<file path="config.mk">
export PLATFORM = sky130hd
export DESIGN_NAME = voice_allocator
export DESIGN_NICKNAME = d
export VERILOG_FILES = /design/src/rtl/voice_pkg.sv /design/src/rtl/prio_enc.sv /design/src/rtl/voice_allocator.sv
export SDC_FILE = /design/constraint.sdc
export NUM_CORES = 1
export LEC_CHECK = 0
export BUFFER_PORTS_ARGS = -buffer_cell sky130_fd_sc_hd__clkbuf_2
export CAP_MARGIN = 15
export CORE_ASPECT_RATIO = 1.75
export CORE_MARGIN = 3
export CORE_UTILIZATION = 57
export CTS_CLUSTER_SIZE = 30
export DETAILED_ROUTE_END_ITERATION = 8
export GPL_ROUTABILITY_DRIVEN = 0
export PLACE_DENSITY = 0.78
export SLEW_MARGIN = 10
export SYNTH_ARGS = -nofsm -noshare
export SYNTH_HDL_FRONTEND = slang
export SYNTH_SLANG_ARGS = --single-unit
export TNS_END_PERCENT = 50
</file>
<file path="constraint.sdc">
create_clock -name clk -period 9.9 [get_ports clk]
set_input_delay 0.99 -clock clk [delete_from_list [all_inputs] [get_ports clk]]
set_output_delay 0.99 -clock clk [all_outputs]
set_load 0.02 [all_outputs]
</file>
<file path="src/rtl/voice_pkg.sv">
// Shared sizing constants for the voice allocator slice.
package voice_pkg;

    localparam int NUM_KEYS   = 24;
    localparam int NUM_VOICES = 4;
    localparam int KEY_W      = 5;
    localparam int AGE_W      = $clog2(NUM_VOICES) + 1;

endpackage

</file>
<file path="src/rtl/prio_enc.sv">
// Lowest-set-bit priority encoder: index of the lowest asserted request plus a valid flag.
module prio_enc #(
    parameter int W     = 4,
    parameter int IDX_W = 2
) (
    input  logic [W-1:0]     req,
    output logic [IDX_W-1:0] idx,
    output logic             valid
);

    // Scan from the top down so the lowest set bit is the last one written.
    always_comb begin
        idx   = '0;
        valid = 1'b0;
        for (int i = W - 1; i >= 0; i--) begin
            idx   = req[i] ? IDX_W'(i) : idx;
            valid = valid | req[i];
        end
    end

endmodule

</file>
<file path="src/rtl/voice_allocator.sv">
// Assigns held keys to a small pool of tone-generator voices, stealing the oldest
// voice when the pool is exhausted; one allocation per clock edge.
module voice_allocator #(
    parameter int NUM_KEYS   = voice_pkg::NUM_KEYS,
    parameter int NUM_VOICES = voice_pkg::NUM_VOICES
) (
    input  logic                                 clk,
    input  logic                                 rst,
    input  logic [NUM_KEYS-1:0]                  keys,
    output logic [NUM_VOICES-1:0]                voice_on,
    output logic [NUM_VOICES*voice_pkg::KEY_W-1:0] voice_key,
    output logic [NUM_VOICES-1:0]                note_on,
    output logic                                 busy
);
    import voice_pkg::*;

    localparam int VIDX_W = $clog2(NUM_VOICES);
    localparam logic [AGE_W-1:0] AGE_MAX = {AGE_W{1'b1}};

    logic [NUM_KEYS-1:0]   prev_r;
    logic [NUM_KEYS-1:0]   pending_r;
    logic [NUM_VOICES-1:0] voice_on_r;
    logic [NUM_VOICES-1:0] note_on_r;
    logic                  busy_r;
    logic [KEY_W-1:0]      voice_key_r [NUM_VOICES];
    logic [AGE_W-1:0]      age_r       [NUM_VOICES];

    logic [NUM_KEYS-1:0]   cand_vec_s;
    logic [KEY_W-1:0]      cand_idx_s;
    logic                  cand_valid_s;
    logic [NUM_VOICES-1:0] free_vec_s;
    logic [VIDX_W-1:0]     free_idx_s;
    logic                  free_valid_s;
    logic [VIDX_W-1:0]     old_idx_s;
    logic [AGE_W-1:0]      old_age_s;
    logic [VIDX_W-1:0]     tgt_s;
    logic [NUM_VOICES-1:0] rel_s;
    logic [NUM_VOICES-1:0] hit_s;
    logic [NUM_KEYS-1:0]   pend_next_s;
    logic [NUM_VOICES-1:0] voice_on_next_s;
    logic [KEY_W-1:0]      key_next_s [NUM_VOICES];
    logic [AGE_W-1:0]      age_next_s [NUM_VOICES];

    assign cand_vec_s = pending_r & keys;
    assign free_vec_s = ~voice_on_r;

    prio_enc #(.W(NUM_KEYS), .IDX_W(KEY_W)) u_key_enc (
        .req   (cand_vec_s),
        .idx   (cand_idx_s),
        .valid (cand_valid_s)
    );

    prio_enc #(.W(NUM_VOICES), .IDX_W(VIDX_W)) u_voice_enc (
        .req   (free_vec_s),
        .idx   (free_idx_s),
        .valid (free_valid_s)
    );

    // Oldest voice for stealing; strict compare keeps the lowest index on a tie.
    always_comb begin
        old_idx_s = '0;
        old_age_s = age_r[0];
        for (int v = 1; v < NUM_VOICES; v++) begin
            old_idx_s = (age_r[v] > old_age_s) ? VIDX_W'(v) : old_idx_s;
            old_age_s = (age_r[v] > old_age_s) ? age_r[v] : old_age_s;
        end
    end

    // Free/steal choice uses pre-edge occupancy, so a voice freed this edge waits one cycle.
    assign tgt_s = free_valid_s ? free_idx_s : old_idx_s;

    // Pending presses: new rising edges join, released keys and the winner leave.
    always_comb begin
        pend_next_s = '0;
        for (int i = 0; i < NUM_KEYS; i++) begin
            pend_next_s[i] = keys[i] & (pending_r[i] | ~prev_r[i])
                           & ~(cand_valid_s && (cand_idx_s == KEY_W'(i)));
        end
    end

    // Per-voice next state: allocation overrides release, ages advance on each allocation.
    always_comb begin
        rel_s           = '0;
        hit_s           = '0;
        voice_on_next_s = '0;
        for (int v = 0; v < NUM_VOICES; v++) begin
            rel_s[v]           = voice_on_r[v] & ~keys[voice_key_r[v]];
            hit_s[v]           = cand_valid_s && (tgt_s == VIDX_W'(v));
            voice_on_next_s[v] = hit_s[v] | (voice_on_r[v] & ~rel_s[v]);
            key_next_s[v]      = hit_s[v] ? cand_idx_s : voice_key_r[v];
            age_next_s[v]      = hit_s[v] ? '0 :
                                 ((cand_valid_s && voice_on_r[v] && (age_r[v] != AGE_MAX))
                                  ? age_r[v] + AGE_W'(1) : age_r[v]);
        end
    end

    // State registers with synchronous reset.
    always_ff @(posedge clk) begin
        if (rst) begin
            prev_r     <= '0;
            pending_r  <= '0;
            voice_on_r <= '0;
            note_on_r  <= '0;
            busy_r     <= 1'b0;
            for (int v = 0; v < NUM_VOICES; v++) begin
                voice_key_r[v] <= '0;
                age_r[v]       <= '0;
            end
        end else begin
            prev_r     <= keys;
            pending_r  <= pend_next_s;
            voice_on_r <= voice_on_next_s;
            note_on_r  <= hit_s;
            busy_r     <= |pend_next_s;
            for (int v = 0; v < NUM_VOICES; v++) begin
                voice_key_r[v] <= key_next_s[v];
                age_r[v]       <= age_next_s[v];
            end
        end
    end

    assign voice_on = voice_on_r;
    assign note_on  = note_on_r;
    assign busy     = busy_r;

    for (genvar g = 0; g < NUM_VOICES; g++) begin : g_key_out
        assign voice_key[g*KEY_W +: KEY_W] = voice_key_r[g];
    end

endmodule
</file>
## Word-level counts from Yosys, hierarchy flattened

Memory sizes are Yosys's and may differ from the RTL's.
Cells that the tools add are included.

| word-level totals | value |
|---|---|
| output and inout bits | 29 |
| memory bits (writable) | 32 |
| bits of input ports | 26 |
| flip-flop bits (word level) | 57 |
| logic and storage cells | 328 |
| memories | 2 |

Memories:

| name | depth | width | rd ports | clocked after memory_dff | write ports | line | source |
|---|---|---|---|---|---|---|---|
| voice_key_r | 4 | 5 | 4 | 0 | 4 | voice_allocator.sv:25 | `logic [KEY_W-1:0] voice_key_r [NUM_VOICES];` |
| age_r | 4 | 3 | 4 | 0 | 4 | voice_allocator.sv:26 | `logic [AGE_W-1:0] age_r [NUM_VOICES];` |

| cells by class | value |
|---|---|
| reductions and logical operators | 39 |
| add/subtract/negate cells | 4 |
| order comparisons | 7 |
| muxes and demuxes | 65 |
| eq/ne operators | 30 |
| bitwise operators | 176 |

Operators by type and width:

| kind | number |
|---|---|
| 5-bit 2-to-1 mux | 32 |
| 1-bit OR | 62 |
| 1-bit bitwise AND | 56 |
| 1-bit NOT | 56 |
| 3-bit 2-to-1 mux | 14 |
| 5-bit by 4-bit == test with 1-bit output, second input constant | 8 |
| 5-bit == test, second input constant | 8 |
| 1-bit logical AND | 36 |
| 24-bit bitwise AND | 1 |
| 5-bit by 6-bit less-than comparator with 1-bit output, second input constant | 4 |
| 24-bit OR reduction | 1 |
| 1-bit binary-select mux with 5-bit select | 4 |
| 5-bit by 3-bit == test with 1-bit output, second input constant | 4 |
| 2-bit 2-to-1 mux | 7 |
| 3-bit by 1-bit adder with 3-bit output, second input constant | 4 |
| 3-bit inequality test, second input constant | 4 |
| 5-bit by 2-bit == test with 1-bit output, second input constant | 2 |
| 3-bit > comparator | 3 |
| 1-bit 2-to-1 mux | 8 |
| 5-bit by 1-bit == test with 1-bit output, second input constant | 1 |
| 5-bit zero test | 1 |
| 2-bit == test, second input constant | 2 |
| 4-bit NOT | 1 |
| 2-bit by 1-bit == test with 1-bit output, second input constant | 1 |
| 2-bit zero test | 1 |

## Logic depth before layout (Yosys ltp)

| depth | value |
|---|---|
| depth in word-level cells | 30 |
| gate-level depth with buffers | 23 |
| depth with buffers taken out | 23 |

## Hierarchy

Synthesis repeated with hierarchy kept, for this count alone.

| second synthesis, totals | value |
|---|---|
| cell total of the unflattened synthesis | 500 |
| area, all modules | 5043.6 um2 |

By module, submodules not included:

| module | sequential area each (um2) | times used | area each (um2) | cells an instance |
|---|---|---|---|---|
| voice_allocator | 1781.7 | 1 | 4717.0 | 446 |
| prio_enc (u_key_enc) | 0.0 | 1 | 291.5 | 47 |
| prio_enc (u_voice_enc) | 0.0 | 1 | 35.0 | 7 |

## Worst setup path after synthesis

No wires, ideal clock.

| path | value |
|---|---|
| path kind | reg2reg |
| start | memory age_r[0][1] in the netlist's numbering |
| end | memory voice_key_r[1][0] |
| stages on the path, launching flop included | 21 |
| path buffers | 0 |
| required time | 9.840 ns |
| library setup time | 0.060 ns |
| period minus slack after synthesis | 4.112 ns |
| path slack | 5.788 ns |
| arrival time | 4.052 ns |
| cell sequence | dfxtp_1 inv_1 ha_1 nor2b_1 o21ai_0 a32oi_1 nor2_1 a21oi_1 ha_1 nor2b_1 o21a_1 o21ai_1 o21ai_0 ha_1 nor2b_1 o21a_1 o21ai_0 a41oi_1 or3b_2 nor2_1 a22o_1 |

RTL lines:

| what | line |
|---|---|
| start, declared | voice_allocator.sv:26 |
| end, declared | voice_allocator.sv:25 |

==> results.json <==
{
  "clkPwrFrac_pct": 30.8,
  "io_buffer_count": 54,
  "fp.coreArea_um2": 8370,
  "seq_power_share_pct": 39.2,
  "diode_insertion_count_for_antenna_repair": 0,
  "setup_violations": 0,
  "antenna_found_initial": 0,
  "vias_in_the_first_global_route": 4327,
  "cp-end-kind": "flip-flop",
  "cp_cell_sequence": "inv_1 -> ha_1 -> nor2b_1 -> o21ai_0 -> a32oi_1 -> nor2_1 -> a21oi_1 -> ha_1 -> nor2b_1 -> o21a_1 -> o21ai_1 -> o21ai_0 -> ha_1 -> nor2b_1 -> o21a_1 -> o21ai_0 -> a41oi_1 -> or3b_2 -> nor2_1 -> a22o_1",
  "hold_path_depth": 3,
  "netlist-cell-type-count": 63,
  "synth_enable_flop_cells": 0,
  "final.setup.worst_slack_ns": 5.16,
  "worst_r2r_endpoint": "voice_key_r[1][4]",
  "cts_hold_buffers": 0,
  "cts.htree.levels": 3,
  "num_io_pins": 55,
  "crit_family": "compound AO/OA/AOI/OAI gates",
  "class_of_the_tightest_hold_or_removal_check": "flip-flop to flip-flop",
  "floorplan.initialDensity_pct": 58.7,
  "synth-seq-cells": 89,
  "top_achievable_clock_speed_mhz": 211,
  "status": "finished clean",
  "post-layout-total-power_w": 0.00114,
  "worst_ir_drop_vdd_mv": 0.114,
  "largest_area_contributor_in_the_netlist": "sky130_fd_sc_hd__dfxtp_1",
  "post_synth_inst_count": 502,
  "reg2regPathDepth": 20,
  "rows": 44,
  "drive_gt1_share_pct": 20.4,
  "internal_power_w": 0.000744,
  "globalRouteMet1Util_pct": 31.1,
  "grt_max_degree": 48,
  "timing.critical_path.slowest_stage_cell": "sky130_fd_sc_hd__or3b_2",
  "worst_skew_pair.late_latency_ns": 0.35,
  "postCtsSetupRepairBufs": 0,
  "detailroute.via_count": 4419,
  "synth_top_flop_cell": "sky130_fd_sc_hd__dfxtp_1",
  "grt_overflow_total": 0,
  "postCtsResizedCells": 0,
  "grt_setup_unrepaired": "no",
  "place_hpwl_mm": 10.4,
  "part_of_the_yosys_area_used_for_sequential_elements_pct": 36.2,
  "use_met2_pct": 53.0,
  "bufs_and_invs_on_worst_path": 1,
  "power_per_cell_area_nw_per_um2": 204,
  "worstMarginPinSlew_ns": 1.04,
  "yosys-top-cells-area": "sky130_fd_sc_hd__dfxtp_1 36%, sky130_fd_sc_hd__mux4_2 11%, sky130_fd_sc_hd__a22o_1 5.2%, sky130_fd_sc_hd__nor2b_1 4.7%, sky130_fd_sc_hd__ha_1 4.3%",
  "synth-async-reset-ratio_pct": 0,
  "routed_wl_mm": 14.0,
  "grt_usage_pct": 29.3,
  "drc": 0,
  "pre_cts_ws_ns": 5.24,
  "min_period_ns": 4.74,
  "post_synth_instance_area_um2": 4920,
  "wire_length_of_the_first_global_routing_pass_mm": 22.2,
  "netlist.area_leader.share_pct": 36.2,
  "route.detailed.vias_per_inst": 6.60,
  "fp.dieArea_um2": 9820,
  "maxSlewHeadroom_pct": 30.9,
  "cap_violations": 0,
  "final.setup_skew_ns": 0.00824,
  "post_drt_wl_per_cell_um": 20.9,
  "crit_type": "flip-flop to flip-flop",
  "numClockSinks": 89,
  "synth_area_per_cell_um2": 9.79,
  "antenna_left": 0,
  "whs_endpoint": "pending_r[8]",
  "reg2reg_setup_slack_ns": 5.16,
  "cts-root-to-sink-buffers": 2,
  "crit_arrival_ns": 5.03,
  "area_growth_syn_to_layout_pct": 13.3,
  "dr.first_iter.drc_count": 350,
  "post-route-period-util_pct": 47.8,
  "crit_fanout": 7,
  "comb_power_share_pct": 30.0,
  "worst-endpoint-required_ns": 10.19,
  "synthesis.nets": 545,
  "clock_tree_from_tritoncts": "built",
  "clkSlewWorstSetupHoldPaths_ns": 0.07,
  "fin_hold_viols": 0,
  "finalMaxSlewViolations": 0,
  "reg2reg_start": "age_r[0][1]",
  "hold_path.startpoint": "prev_r[8]",
  "setup-tns-final_ns": 0,
  "top_usage_layer": "met2",
  "power_switching_share_pct": 34.7,
  "p_leak_nw": 2.25,
  "clock-root-buffer": "sky130_fd_sc_hd__clkbuf_16",
  "yosysWarnings": 0,
  "finish.net_count": 593,
  "tritoncts.num_buffers": 9,
  "die-width_um": 76.2,
  "worst_path_largest_cell_delay_ns": 0.51,
  "chip_height_um": 129,
  "drtPass1Iterations": 5,
  "timing.critical_path.from_type": "flip-flop",
  "switchingPower_w": 0.000395,
  "grt_use_met3_pct": 5.11
}
[Yosys cell counts, types with 2 or more instances]
master and instances:
sky130_fd_sc_hd__clkbuf_1 13, sky130_fd_sc_hd__a221oi_1 2, sky130_fd_sc_hd__o221ai_1 3, sky130_fd_sc_hd__a22oi_1 5, sky130_fd_sc_hd__a31o_2 2, sky130_fd_sc_hd__a32oi_1 4, sky130_fd_sc_hd__nor3_1 4, sky130_fd_sc_hd__a32o_1 2
sky130_fd_sc_hd__a22oi_2 4, sky130_fd_sc_hd__o21a_1 4, sky130_fd_sc_hd__nand3b_1 4, sky130_fd_sc_hd__buf_1 2, sky130_fd_sc_hd__a41oi_1 2, sky130_fd_sc_hd__and2_1 13, sky130_fd_sc_hd__a2111oi_0 4, sky130_fd_sc_hd__nand2b_1 3
sky130_fd_sc_hd__nand3_1 6, sky130_fd_sc_hd__a31oi_1 4, sky130_fd_sc_hd__a22o_1 29, sky130_fd_sc_hd__and3_1 2, sky130_fd_sc_hd__ha_1 17, sky130_fd_sc_hd__mux2_2 2, sky130_fd_sc_hd__xnor2_1 3, sky130_fd_sc_hd__nor2_1 33
sky130_fd_sc_hd__a41o_1 5, sky130_fd_sc_hd__nand4_1 2, sky130_fd_sc_hd__a211oi_1 12, sky130_fd_sc_hd__buf_2 2, sky130_fd_sc_hd__dfxtp_1 89, sky130_fd_sc_hd__nand2_1 39, sky130_fd_sc_hd__mux4_2 24, sky130_fd_sc_hd__mux2i_1 18
sky130_fd_sc_hd__inv_1 25, sky130_fd_sc_hd__a21oi_1 27, sky130_fd_sc_hd__a21boi_0 3, sky130_fd_sc_hd__o21ai_0 26, sky130_fd_sc_hd__nor2b_1 37
[registers in the layout, summed over array words and instances (netlist names)]
signal	cells
voice_on	4
voice_key_r	20
pending_r	24
age_r	12
busy	1
prev_r	24
note_on	4
[routing by layer]
layer	vias up	routed length, um	part of all wire, %
met5	-	0	0
met4	0	844	6.0
met2	242	7260	52
met1	2096	5000	36
li1	2004	-	-
met3	77	923	6.6
[metrics by stage]
step                area, um^2  hold slack, ns  instances  utilization [%]
floorplan                 4920           0.474        502                -
global placement          5260           0.494        654             62.9
detailed placement        5260           0.503        654             62.9
CTS                       5570           0.514        670             66.6
global route              5570           0.562        670             66.6
finish                    5570           0.519        670             66.6
[layout by cell type (no fill, tap or decap), types with 3 or more instances in the layout]
master                      synthesis  routed
sky130_fd_sc_hd__nand2b_1           3       3
sky130_fd_sc_hd__o221ai_1           3       3
sky130_fd_sc_hd__mux4_2            24      24
sky130_fd_sc_hd__clkbuf_2           0      54
sky130_fd_sc_hd__clkbuf_16          0       9
sky130_fd_sc_hd__nand3b_1           4       4
sky130_fd_sc_hd__a32oi_1            4       4
sky130_fd_sc_hd__a2111oi_0          4       4
sky130_fd_sc_hd__o21a_1             4       4
sky130_fd_sc_hd__nor2_1            33      33
sky130_fd_sc_hd__nor3_1             4       4
sky130_fd_sc_hd__o21ai_0           26      26
sky130_fd_sc_hd__inv_1             25      25
sky130_fd_sc_hd__and2_1            13      13
sky130_fd_sc_hd__ha_1              17      17
sky130_fd_sc_hd__nor2b_1           37      37
sky130_fd_sc_hd__mux2i_1           18      18
sky130_fd_sc_hd__a22oi_1            5       5
sky130_fd_sc_hd__nand2_1           39      39
sky130_fd_sc_hd__a21boi_0           3       3
sky130_fd_sc_hd__a22o_1            29      29
sky130_fd_sc_hd__a41o_1             5       5
sky130_fd_sc_hd__nand3_1            6       6
sky130_fd_sc_hd__a211oi_1          12      12
sky130_fd_sc_hd__a31oi_1            4       4
sky130_fd_sc_hd__xnor2_1            3       3
sky130_fd_sc_hd__dfxtp_1           89      89
sky130_fd_sc_hd__a21oi_1           27      27
sky130_fd_sc_hd__a22oi_2            4       4
[final cells by class]
type	count	area (um^2)
fillers	703	2800
clock buffers	10	239
well taps	115	144
clock inverters	6	67.6
repair buffers	54	270
inverters	25	93.8
multi-input cells	371	2970
flip-flops and latches	89	1780
[logic make-up (layout without fill, tap and decap cells)]
family	after synthesis	count (layout)	share of synthesized area, %
flip-flops	89	89	36.2
XOR/XNOR	4	4	0.713
AND/OR/NAND/NOR	152	152	16.4
buffers and inverters	42	95	3.26
multiplexers	44	44	15.1
AO/OA/AOI/OAI	154	154	23.9
adder cells (fa/ha/maj)	17	17	4.33
[tightest hold or removal path, cell delays in order, from the launching register on]
cell and delay [ns]:
sky130_fd_sc_hd__dfxtp_1 0.31, sky130_fd_sc_hd__nand2b_1 0.07, sky130_fd_sc_hd__nand2_1 0.06, sky130_fd_sc_hd__a31oi_1 0.04
[worst max-delay path by stage]
stage | slack, ns | endpoint | cells after the start | startpoint
6_report | 5.16 | voice_key_r[1][4] | 20 | age_r[0][1]
5_1_grt | 4.74 | voice_key_r[2][3] | 21 | age_r[0][1]
4_1_cts | 5.20 | voice_key_r[2][2] | 20 | age_r[0][1]
3_5_place_dp | 5.24 | voice_key_r[2][3] | 20 | age_r[0][1]
3_3_place_gp | 5.45 | voice_key_r[1][1] | 21 | age_r[0][1]
2_1_floorplan | 5.79 | voice_key_r[1][0] | 20 | age_r[0][1]
[power groups by stage]
| stage | combinational (W) | sequential, W | clock, W |
|---|---|---|---|
| detailed placement | 0.000334 | 0.000453 | 0 |
| global route | 0.000370 | 0.000452 | 0.000363 |
| global placement | 0.000327 | 0.000451 | 0 |
| CTS | 0.000336 | 0.000445 | 0.000349 |
| floorplan | 0.000239 | 0.000451 | 0 |
| finish | 0.000342 | 0.000447 | 0.000350 |
No activity file was read; power rests on OpenSTA's default activity.
